## src/rtl/secded_decoder_pipe.sv

```systemverilog
// ============================================================================
// secded_decoder_pipe
// ----------------------------------------------------------------------------
// Two-stage pipelined extended-Hamming (SECDED) decoder for the FEC receive
// path. One received codeword can be accepted per cycle over a valid/ready
// handshake. Each word produces corrected payload data, a single-error-
// corrected flag, a double-error-detected flag and the Hamming syndrome.
//
// Codeword layout (CODE_W = DATA_W + PAR_W + 1 bits):
//   bit 0        overall even parity over the whole codeword
//   bits 1..N    Hamming positions; power-of-two positions are check bits,
//                the rest carry data in ascending order (pos 3 -> data[0],
//                pos 5 -> data[1], pos 6 -> data[2], ...)
//
// Parameters:
//   DATA_W  payload bits per codeword
//   CNT_W   width of each error counter
//
// Ports:
//   clk_i         clock
//   rst_i         synchronous active-high reset
//   en_i          enable; 0 stops new words being accepted
//   in_valid_i    codeword present on code_in_i
//   in_ready_o    decoder accepts a codeword this cycle
//   code_in_i     received codeword
//   out_valid_o   decoded word present
//   out_ready_i   downstream accepts the decoded word
//   data_out_o    corrected payload
//   sec_o         single error corrected
//   ded_o         uncorrectable (double) error detected
//   syndrome_o    Hamming syndrome of the word
//   cnt_clr_i     clear both error counters
//   sec_cnt_o     saturating count of corrected words
//   ded_cnt_o     saturating count of uncorrectable words
//
// Optional feature macro: SECDED_ERR_CNT_EN
//   Defined   : sec_cnt_o / ded_cnt_o count output handshakes carrying
//               sec / ded, saturating at all-ones; cnt_clr_i zeroes them and
//               has priority over a simultaneous increment.
//   Undefined : no counter logic; sec_cnt_o / ded_cnt_o are tied to zero and
//               cnt_clr_i is ignored.
// ============================================================================
module secded_decoder_pipe #(
    parameter  int DATA_W = 11,
    parameter  int CNT_W  = 16,
    // Smallest r with 2^r >= DATA_W + r + 1. The true answer is either
    // clog2(DATA_W+1) or one more, and this single expression picks the
    // right one in both cases.
    localparam int PAR_W  = $clog2(DATA_W + 1 + $clog2(DATA_W + 1)),
    localparam int N      = DATA_W + PAR_W,
    localparam int CODE_W = N + 1
) (
    input  logic              clk_i,
    input  logic              rst_i,
    input  logic              en_i,
    input  logic              in_valid_i,
    output logic              in_ready_o,
    input  logic [CODE_W-1:0] code_in_i,
    output logic              out_valid_o,
    input  logic              out_ready_i,
    output logic [DATA_W-1:0] data_out_o,
    output logic              sec_o,
    output logic              ded_o,
    output logic [PAR_W-1:0]  syndrome_o,
    input  logic              cnt_clr_i,
    output logic [CNT_W-1:0]  sec_cnt_o,
    output logic [CNT_W-1:0]  ded_cnt_o
);

    // ------------------------------------------------------------------------
    // Pipeline state
    // ------------------------------------------------------------------------
    logic              s1Valid_q;
    logic [CODE_W-1:0] s1Code_q;
    logic [CODE_W-1:0] s1Code_d;
    logic [PAR_W-1:0]  s1Syn_q;
    logic [PAR_W-1:0]  s1Syn_d;
    logic              s1Par_q;
    logic              s1Par_d;

    logic              s2Valid_q;
    logic [DATA_W-1:0] s2Data_q;
    logic [DATA_W-1:0] s2Data_d;
    logic              s2Sec_q;
    logic              s2Sec_d;
    logic              s2Ded_q;
    logic              s2Ded_d;
    logic [PAR_W-1:0]  s2Syn_q;

    logic              s2Ready;
    logic              s1Free;
    logic              inFire;
    logic              outFire;

    logic [PAR_W-1:0][CODE_W-1:0] synTerms;
    logic [PAR_W-1:0]             checkBits;
    logic                         unusedCheckBits;

    // ------------------------------------------------------------------------
    // Flow control. Stage 2 can take a new word when it is empty or its
    // current word leaves this cycle. Stage 1 frees up under the same
    // condition (or when it is already empty), which is what lets the
    // pipeline stream one word per cycle and still fill to two words under
    // backpressure. in_ready_o depends only on register state, en_i and
    // out_ready_i, never on in_valid_i.
    // ------------------------------------------------------------------------
    assign s2Ready    = !s2Valid_q || out_ready_i;
    assign s1Free     = !s1Valid_q || s2Ready;
    assign in_ready_o = en_i && s1Free;
    assign inFire     = in_valid_i && in_ready_o;
    assign outFire    = s2Valid_q && out_ready_i;

    // ------------------------------------------------------------------------
    // Stage 1 syndrome. Syndrome bit k is the XOR of every Hamming position
    // whose index has bit k set, which equals the XOR of the indices of all
    // set positions. The tap pattern is fixed at elaboration so no variable
    // indexing is needed. Bit 0 of the codeword never feeds the syndrome.
    // ------------------------------------------------------------------------
    genvar gk, gi;
    generate
        for (gk = 0; gk < PAR_W; gk++) begin : g_synBit
            assign synTerms[gk][0] = 1'b0;
            for (gi = 1; gi < CODE_W; gi++) begin : g_pos
                if (((gi >> gk) & 1) == 1) begin : g_tap
                    assign synTerms[gk][gi] = code_in_i[gi];
                end else begin : g_noTap
                    assign synTerms[gk][gi] = 1'b0;
                end
            end
            assign s1Syn_d[gk] = ^synTerms[gk];
        end
    endgenerate

    // Overall parity spans all CODE_W bits, including the parity bit itself,
    // so a clean word always gives 0 here.
    assign s1Par_d  = ^code_in_i;
    assign s1Code_d = code_in_i;

    // ------------------------------------------------------------------------
    // Stage 1 register. A new word is captured on the input handshake; when
    // the slot frees without a new word arriving it simply goes empty. While
    // stalled the whole stage holds.
    // ------------------------------------------------------------------------
    always_ff @(posedge clk_i) begin
        if (rst_i) begin
            s1Valid_q <= 1'b0;
            s1Code_q  <= '0;
            s1Syn_q   <= '0;
            s1Par_q   <= 1'b0;
        end else if (s1Free) begin
            s1Valid_q <= inFire;
            if (inFire) begin
                s1Code_q <= s1Code_d;
                s1Syn_q  <= s1Syn_d;
                s1Par_q  <= s1Par_d;
            end
        end
    end

    // ------------------------------------------------------------------------
    // Stage 2 classification from the registered syndrome and parity.
    // An odd parity means an odd number of flips, taken as a single error:
    // a zero syndrome points at the parity bit, a syndrome inside 1..N points
    // at the flipped position, and a syndrome beyond N cannot come from one
    // flip so it is reported as uncorrectable. Even parity with a non-zero
    // syndrome is the classic double error. sec and ded are exclusive by
    // construction.
    // ------------------------------------------------------------------------
    always_comb begin
        s2Sec_d = 1'b0;
        s2Ded_d = 1'b0;
        if (s1Par_q) begin
            if (int'(s1Syn_q) > N) begin
                s2Ded_d = 1'b1;
            end else begin
                s2Sec_d = 1'b1;
            end
        end else if (s1Syn_q != '0) begin
            s2Ded_d = 1'b1;
        end
    end

    // ------------------------------------------------------------------------
    // Correction and payload extraction. A data position is flipped only when
    // parity is odd and the syndrome names exactly that position, which
    // leaves data untouched for clean words, parity-bit errors, double errors
    // and out-of-range syndromes. Data index of position p is p minus the
    // number of powers of two up to p, minus one.
    // Check-bit positions and bit 0 carry no payload; they are gathered into
    // a reduction that nothing consumes so they read as deliberately dropped.
    // ------------------------------------------------------------------------
    generate
        for (gi = 1; gi < CODE_W; gi++) begin : g_extract
            if ((gi & (gi - 1)) != 0) begin : g_data
                assign s2Data_d[gi - $clog2(gi + 1) - 1] =
                    s1Code_q[gi] ^ (s1Par_q && (s1Syn_q == PAR_W'(gi)));
            end else begin : g_check
                assign checkBits[$clog2(gi)] = s1Code_q[gi];
            end
        end
    endgenerate

    assign unusedCheckBits = ^{checkBits, s1Code_q[0]};

    // ------------------------------------------------------------------------
    // Stage 2 register, which also drives the outputs. It loads whenever it
    // can accept (empty or handing off this cycle); if stage 1 is empty at
    // that moment only the valid drops and the old values stay. While
    // out_valid is high and out_ready is low nothing here changes, so the
    // presented word is stable for the whole stall.
    // ------------------------------------------------------------------------
    always_ff @(posedge clk_i) begin
        if (rst_i) begin
            s2Valid_q <= 1'b0;
            s2Data_q  <= '0;
            s2Sec_q   <= 1'b0;
            s2Ded_q   <= 1'b0;
            s2Syn_q   <= '0;
        end else if (s2Ready) begin
            s2Valid_q <= s1Valid_q;
            if (s1Valid_q) begin
                s2Data_q <= s2Data_d;
                s2Sec_q  <= s2Sec_d;
                s2Ded_q  <= s2Ded_d;
                s2Syn_q  <= s1Syn_q;
            end
        end
    end

    assign out_valid_o = s2Valid_q;
    assign data_out_o  = s2Data_q;
    assign sec_o       = s2Sec_q;
    assign ded_o       = s2Ded_q;
    assign syndrome_o  = s2Syn_q;

`ifdef SECDED_ERR_CNT_EN
    logic [CNT_W-1:0] secCnt_q;
    logic [CNT_W-1:0] secCnt_d;
    logic [CNT_W-1:0] dedCnt_q;
    logic [CNT_W-1:0] dedCnt_d;

    // ------------------------------------------------------------------------
    // Error counters. They count words actually handed downstream, so a
    // stalled word is counted once, when it finally leaves. Both saturate at
    // all-ones, and a clear overrides any increment in the same cycle.
    // ------------------------------------------------------------------------
    always_comb begin
        secCnt_d = secCnt_q;
        dedCnt_d = dedCnt_q;
        if (cnt_clr_i) begin
            secCnt_d = '0;
            dedCnt_d = '0;
        end else if (outFire) begin
            if (s2Sec_q && (secCnt_q != '1)) begin
                secCnt_d = secCnt_q + CNT_W'(1);
            end
            if (s2Ded_q && (dedCnt_q != '1)) begin
                dedCnt_d = dedCnt_q + CNT_W'(1);
            end
        end
    end

    // Counter registers, cleared by reset like the rest of the datapath.
    always_ff @(posedge clk_i) begin
        if (rst_i) begin
            secCnt_q <= '0;
            dedCnt_q <= '0;
        end else begin
            secCnt_q <= secCnt_d;
            dedCnt_q <= dedCnt_d;
        end
    end

    assign sec_cnt_o = secCnt_q;
    assign ded_cnt_o = dedCnt_q;
`else
    logic unusedCounterInputs;

    // Without the counter feature the count outputs are constant zero; the
    // clear input and the output handshake have no consumer.
    assign sec_cnt_o           = '0;
    assign ded_cnt_o           = '0;
    assign unusedCounterInputs = cnt_clr_i ^ outFire;
`endif

endmodule

```

## config.mk

```make
export PLATFORM = sky130hd
export DESIGN_NAME = secded_decoder_pipe
export DESIGN_NICKNAME = d
export VERILOG_FILES = /design/src/rtl/secded_decoder_pipe.sv
export SDC_FILE = /design/constraint.sdc
export NUM_CORES = 1
export LEC_CHECK = 0
export CORE_UTILIZATION = 44
export CTS_CLUSTER_DIAMETER = 150
export DETAILED_ROUTE_END_ITERATION = 8
export HOLD_SLACK_MARGIN = 0.03
export PLACE_DENSITY = 0.8
export SLEW_MARGIN = 20
export SYNTH_ARGS = -nofsm -noshare
export SYNTH_HDL_FRONTEND = slang
export SYNTH_SLANG_ARGS = --single-unit
```

## constraint.sdc

```tcl
create_clock -name clk_i -period 1.7 [get_ports clk_i]
set_input_delay 0.425 -clock clk_i [delete_from_list [all_inputs] [get_ports clk_i]]
set_output_delay 0.425 -clock clk_i [all_outputs]
set_load 0.1 [all_outputs]
```

==> results.toml <==
[power]
p_comb_share_pct = 38.6
power.switching_mw = 0.943
p_clk_share_pct = 23.0
seqPwrFrac_pct = 38.4
p_int_mw = 1.44
power_density_nw_per_um2 = 891
leakagePower_nw = 1.01
ir_drop_mv = 0.545
swShare_pct = 39.6

[sta]
min_period_ns = 1.65
drv_slew = 0
finClkSkew_ns = 0.00612
clock.fmax_ghz = 0.607
setup_viol = 0
hold_violations = 0
rsz0062_at_grt = "yes"
whs_ns = 0.469
setup_ws_ns = 0.0533
timing.final.crit_share_pct = 96.9

[global_routing]
antenna_found_initial = 0
gr-usage-all-layers_pct = 17.0
grt_pass1_wl_um = 5740
met2_usage_pct = 30.0
grt_pass1_vias = 1326
overflow = 0
met1_usage_pct = 19.0
busiest_layer = "met2"
grt_max_degree = 36
use_met3_pct = 5.07

[critical_path]
r2r_slack_ns = 0.30
path_delay_family = "simple AND/OR/NAND/NOR gates"
crit_path_cell_trace = "nor2b_2 > nand2_1 > and2_4 > buf_12"
cpPeakStageDelay_ns = 0.35
path_class = "flop to primary output"
worst_setup_path_end_kind = "primary output"
critPathArrivalTime_ns = 1.22
crit_buf_inv = 1
worstSetupStartpointType = "flop"
slowest_stage = "dfxtp_4"
cp_max_fo = 3
reg2reg_depth = 4
r2r_start = "s1Syn_q[3]"
r2r_end = "data_out_o[7]"
crit_required_ns = 1.27

[status]
status = "finished clean"

[place]
io_buffers = 39
dp_hpwl_um = 2760
placedInstanceArea_sq_um = 2560
finalWeightedCongestion = 0.800
place_ws_ns = -0.286

[clock_tree]
cts_tree = "done"
numClockSinks = 35
clkLatencyLatePin_ns = 0.29
clockBufferDepth = 2
root_buffer = "clkbuf_8"
hold_buffers = 0
clk_pin_slew_worst_paths_ns = 0.06
cts_buffers = 5
htreeDepth = 2

[layout]
nets = 305
design_area_sq_um = 2670
fin_util_pct = 65.8
area_growth_pct = 41.5
drive_above_1_share_pct = 19.1
multi_input_area_sq_um = 1050
layout.area.seq_sq_um = 704
n_fill_cell = 340
n_antenna_cell = 0

[drt]
via_count = 1519
drc = 0
vias_per_cell = 4.56
wl_um = 3540
drt_iter0_drc = 53
avgRoutedWirePerCell_um = 10.6
drtAntennaViolNets = 0
first_pass_iters = 4

[hold_path]
min_path_type = "flop to flop"
hold_end = "s1Code_q[15]"
worstHoldStart = "s1Code_q[15]"
hold_depth = 2

[synth]
synth_top_flop_cell = "dfxtp_1"
synth_edf_count = 0
yosys_warnings = 0
synth-seq-cells = 35
yosysSeqAreaShare_pct = 37.1
synth_area_sq_um = 1890
yosys-top-cells-count = "dfxtp_1 (35), nand2_1 (35), buf_4 (32), xnor2_1 (31), nor2_1 (28)"
synth_top_area_share_pct = 37.1
synth.avg_cell_area_sq_um = 8.28
synthArstFlopShare_pct = 0
ys_types = 24
synth.area.top_cells = "dfxtp_1 (37%), xnor2_1 (14%), buf_4 (13%)"
yosysTopAreaCell = "dfxtp_1"
synthCells = 228

[floorplanning]
die_area_sq_um = 4550
die_h_um = 67.5
core_sq_um = 4060
die_w_um = 67.5
start_util_pct = 46.5
ios = 73
rows = 23

[run]
cap_viol_max_count = 0
-- cell families after synthesis --
group | count (synthesis) | share of synthesized area (%)
and+or+nand+nor | 78 | 17.5
buffers and inverters | 42 | 14.9
AOI/OAI and AO/OA | 34 | 11.4
other | 1 | 0.199
DFF | 35 | 37.1
xor gates and xnor gates | 38 | 18.8
-- layout by cell type, fill, tap and decap left out, drive strengths merged --
| cell type | synthesis | final |
|---|---|---|
| nand3 | 2 | 2 |
| nor4b | 1 | 1 |
| nor2 | 28 | 28 |
| dlygate4sd2 | 0 | 2 |
| xor2 | 5 | 5 |
| nor3 | 2 | 2 |
| nand2 | 35 | 35 |
| clkbuf | 6 | 7 |
| a211oi | 16 | 16 |
| nor4 | 1 | 1 |
| and3 | 1 | 1 |
| nand3b | 2 | 2 |
| conb | 1 | 32 |
| clkdlybuf4s50 | 0 | 17 |
| buf | 36 | 39 |
| a21oi | 18 | 18 |
| nand2b | 3 | 3 |
| dfxtp | 35 | 35 |
| dlymetal6s2s | 0 | 1 |
| xnor2 | 33 | 33 |
| and2 | 2 | 2 |
| nor2b | 1 | 1 |
-- worst reg2reg max path, cell delays in order (launching register included) --
cell,delay (ns)
dfxtp_1,0.46
nand2_1,0.16
nor4b_1,0.38
xnor2_1,0.11
a211oi_1,0.21
-- final cells by class --
class,instances,area share [%]
clock buffer,7,2.86
multi-input combinational,182,39.2
timing repair buffer,59,29.2
tap,50,2.34
sequential,35,26.4
-- state kept, by name, indices dropped and copies added (netlist names) --
register and count:
data_out_o 11, s1Code_q 11, s1Syn_q 4, syndrome_o 4, ded_o 1, out_valid_o 1
s1Par_q 1, s1Valid_q 1, sec_o 1
-- timing repair --
action                                  in CTS  in global routing
pin swaps                                    2                  1
gates resized for setup                      3                  5
endpoints found under the setup margin       1                  5
buffers inserted                             1                  0
-- power groups by stage --
stage / combinational [mW] / sequential [mW] / clock, mW
after global placement: 0.901 / 0.928 / 0
after CTS: 0.912 / 0.913 / 0.559
after detailed placement: 0.911 / 0.930 / 0
final: 0.919 / 0.913 / 0.546
after floorplan: 0.618 / 1.04 / 0
after global routing: 0.968 / 0.918 / 0.596
-- through the flow --
stage               total power [mW]  setup TNS (ns)  cells
finish                          2.38               0    333
global route                    2.48         -0.0408    333
CTS                             2.38               0    333
detailed placement              1.84           -2.18    325
global placement                1.83          -0.999    325
floorplan                       1.65               0    259
-- layer usage --
layer,routed length (um),vias up,part of all wire [%]
li1,-,789,-
met1,1480,681,42
met2,1860,44,52
met3,144,5,4.1
met4,59,0,1.7
met5,0,-,0
-- how the worst max path moves through the flow --
stage / to / slack [ns] / depth (start not counted) / start
6_report: in_ready_o / 0.05 / 4 / out_valid_o
5_1_grt: s1Par_q / -0.03 / 6 / code_in_i[11]
4_1_cts: s1Par_q / 0.02 / 6 / code_in_i[14]
3_5_place_dp: s1Par_q / -0.29 / 6 / code_in_i[14]
3_3_place_gp: s1Par_q / -0.19 / 6 / code_in_i[14]
2_1_floorplan: in_ready_o / 0.08 / 3 / out_valid_o
Note: power is estimated with default switching activity, not from simulation.
==> variant: new RTL, same settings <==
`DATA_W`: 11 -> 15.
--- a/src/rtl/secded_decoder_pipe.sv
+++ b/src/rtl/secded_decoder_pipe.sv
@@ -41,7 +41,7 @@
 //               cnt_clr_i is ignored.
 // ============================================================================
 module secded_decoder_pipe #(
-    parameter  int DATA_W = 11,
+    parameter  int DATA_W = 15,
     parameter  int CNT_W  = 16,
     // Smallest r with 2^r >= DATA_W + r + 1. The true answer is either
     // clog2(DATA_W+1) or one more, and this single expression picks the
Interface: changed (resized code_in_i, data_out_o and syndrome_o); port bits go from 73 to 83. The function was not compared with the original's and may differ.
==> variant against the original RTL <==
  * The run now ends with setup timing left
  * Total power increased by 32%
  * Hold slack worse by 0.014 ns
  * Sequential cell count up 10
  * Synthesized area rose by 29%
  * Routed wire length is 52% higher
  * Cell area increased by 34%
  * Setup slack got worse by 0.080 ns
  * Core utilization up 2.5 points
  * Largest cell class unchanged
==> variant: results (changes against the original RTL) <==
Final #Nets 401 (+31%); critical path peak fanout 2 (-1); Port Buffer Count 49 (+26%); clock-pin slew on the worst setup and hold paths 0.08 ns (+0.02 ns); vias 2134 (+40%); vias in the first global route 2029 (+53%); total clock buffers created by CTS 5 (unchanged); Antenna Cells 0 (unchanged); worst setup margin -0.02617 ns (-0.07952 ns); largest net degree at the start of global routing 47 (+31%); layout cell share with drive strength beyond 1 0.2293 (+0.03852); YS warnings 0 (unchanged); status finished, violations left; drt total wl 5379 µm (+52%); largest delay contributor family on the critical path XOR/XNOR gates; leading cell types by count after synthesis nand2_1 (51), dfxtp_1 (45), buf_4 (32), xnor2_1 (29), a21oi_1 (27); Critical-path top delay cell or4_4; gpl congestion 0.7603 (-4.9%); antenna violations before repair 0 (unchanged); Hold Crit Class in2reg; Critical Path Max Stage Delay 0.43 ns (+0.08 ns); total track usage 0.1887 (+0.01864); CTS Root Cell clkbuf_8; number of fill cells in the layout 433 (+27%); top cells by area, synth dfxtp_1 (37%), xnor2_1 (10%), buf_4 (9.8%); first-pass GRT wire length 8970 µm (+56%); Critical Path AT 1.96 ns (+0.74 ns); failing checks setup timing; Worst Skew 0.004418 ns (-0.001702 ns); peak supply drop 0.0003455 V (-37%); utilization after layout 0.6832 (+0.02520); leak pwr 1.491 nW (+48%); drt first-iter violations 129 (+140%); placed cell areas 3329 µm² (+30%); count of cell types in the netlist 30 (+25%); pre-CTS WS -0.7316 ns (-0.4455 ns); CTS HTree Levels 2 (unchanged); post-synthesis sequential area ratio 0.3690 (-0.002311); Setup violations, final 1 (+1); Post-DP HPWL 4145 µm (+50%)
## variant: path summary, 6_finish.rpt
path                               startpoint             to  slack (ns)  cells after the start
worst max-delay path             code_in_i[2]        s1Par_q       -0.03                      6
worst min-delay path            code_in_i[12]   s1Code_q[12]        0.46                      3
worst max register to register     s1Syn_q[1]  data_out_o[9]        0.15                      4
worst min register to register   s1Code_q[13]   s1Code_q[13]        0.48                      2
## variant: what timing repair did
action	in CTS	in global routing
setup endpoints to repair	3	4
gates resized for setup	29	14
setup buffers	7	2
pin swaps	11	11
## variant: logic make-up (layout without fill, tap and decap cells)
group,Yosys count,count (layout),share of synthesized area
other,1,32,0.001536
DFF,45,45,0.3690
and+or+nand+nor,108,108,0.1989
buffers and inverters,50,96,0.1261
xor gates and xnor gates,47,47,0.1886
AOI/OAI and AO/OA,47,47,0.1158
## variant: layout make-up
cell class / instances / area share
inverter: 1 / 0.001049
tap: 70 / 0.02448
timing repair buffer: 87 / 0.2972
sequential: 45 / 0.2521
multi-input combinational: 234 / 0.3969
clock buffer: 7 / 0.02692
clock inverter: 1 / 0.001399
## variant: worst register-to-register path, cell delays in order, from the launching register on
cell,delay (ns)
dfxtp_1,0.53
nor3b_1,0.38
nand3_1,0.16
xor2_1,0.18
a211oi_1,0.22
## variant: per-layer routing
metal,vias up,routed length (µm),GRT usage
met5,-,0,0
met4,0,29,0.04615
met3,4,286,0.04671
met2,76,2867,0.3450
met1,988,2195,0.2184
li1,1066,-,-
## variant: through the flow
step                cells  setup TNS (ns)  total power, mW
floorplan             329        -0.05838            2.075
global placement      428          -1.990            2.342
detailed placement    428          -3.189            2.369
CTS                   443         -0.2431            3.118
global route          445        -0.06430            3.264
finish                445        -0.02617            3.137
## variant: power breakdown
part           switching, mW  leakage [nW]  internal, mW
Combinational          0.780          1.07         0.472
Clock                  0.334        0.0542         0.367
Sequential            0.0715         0.368          1.11
Total                   1.19          1.49          1.95
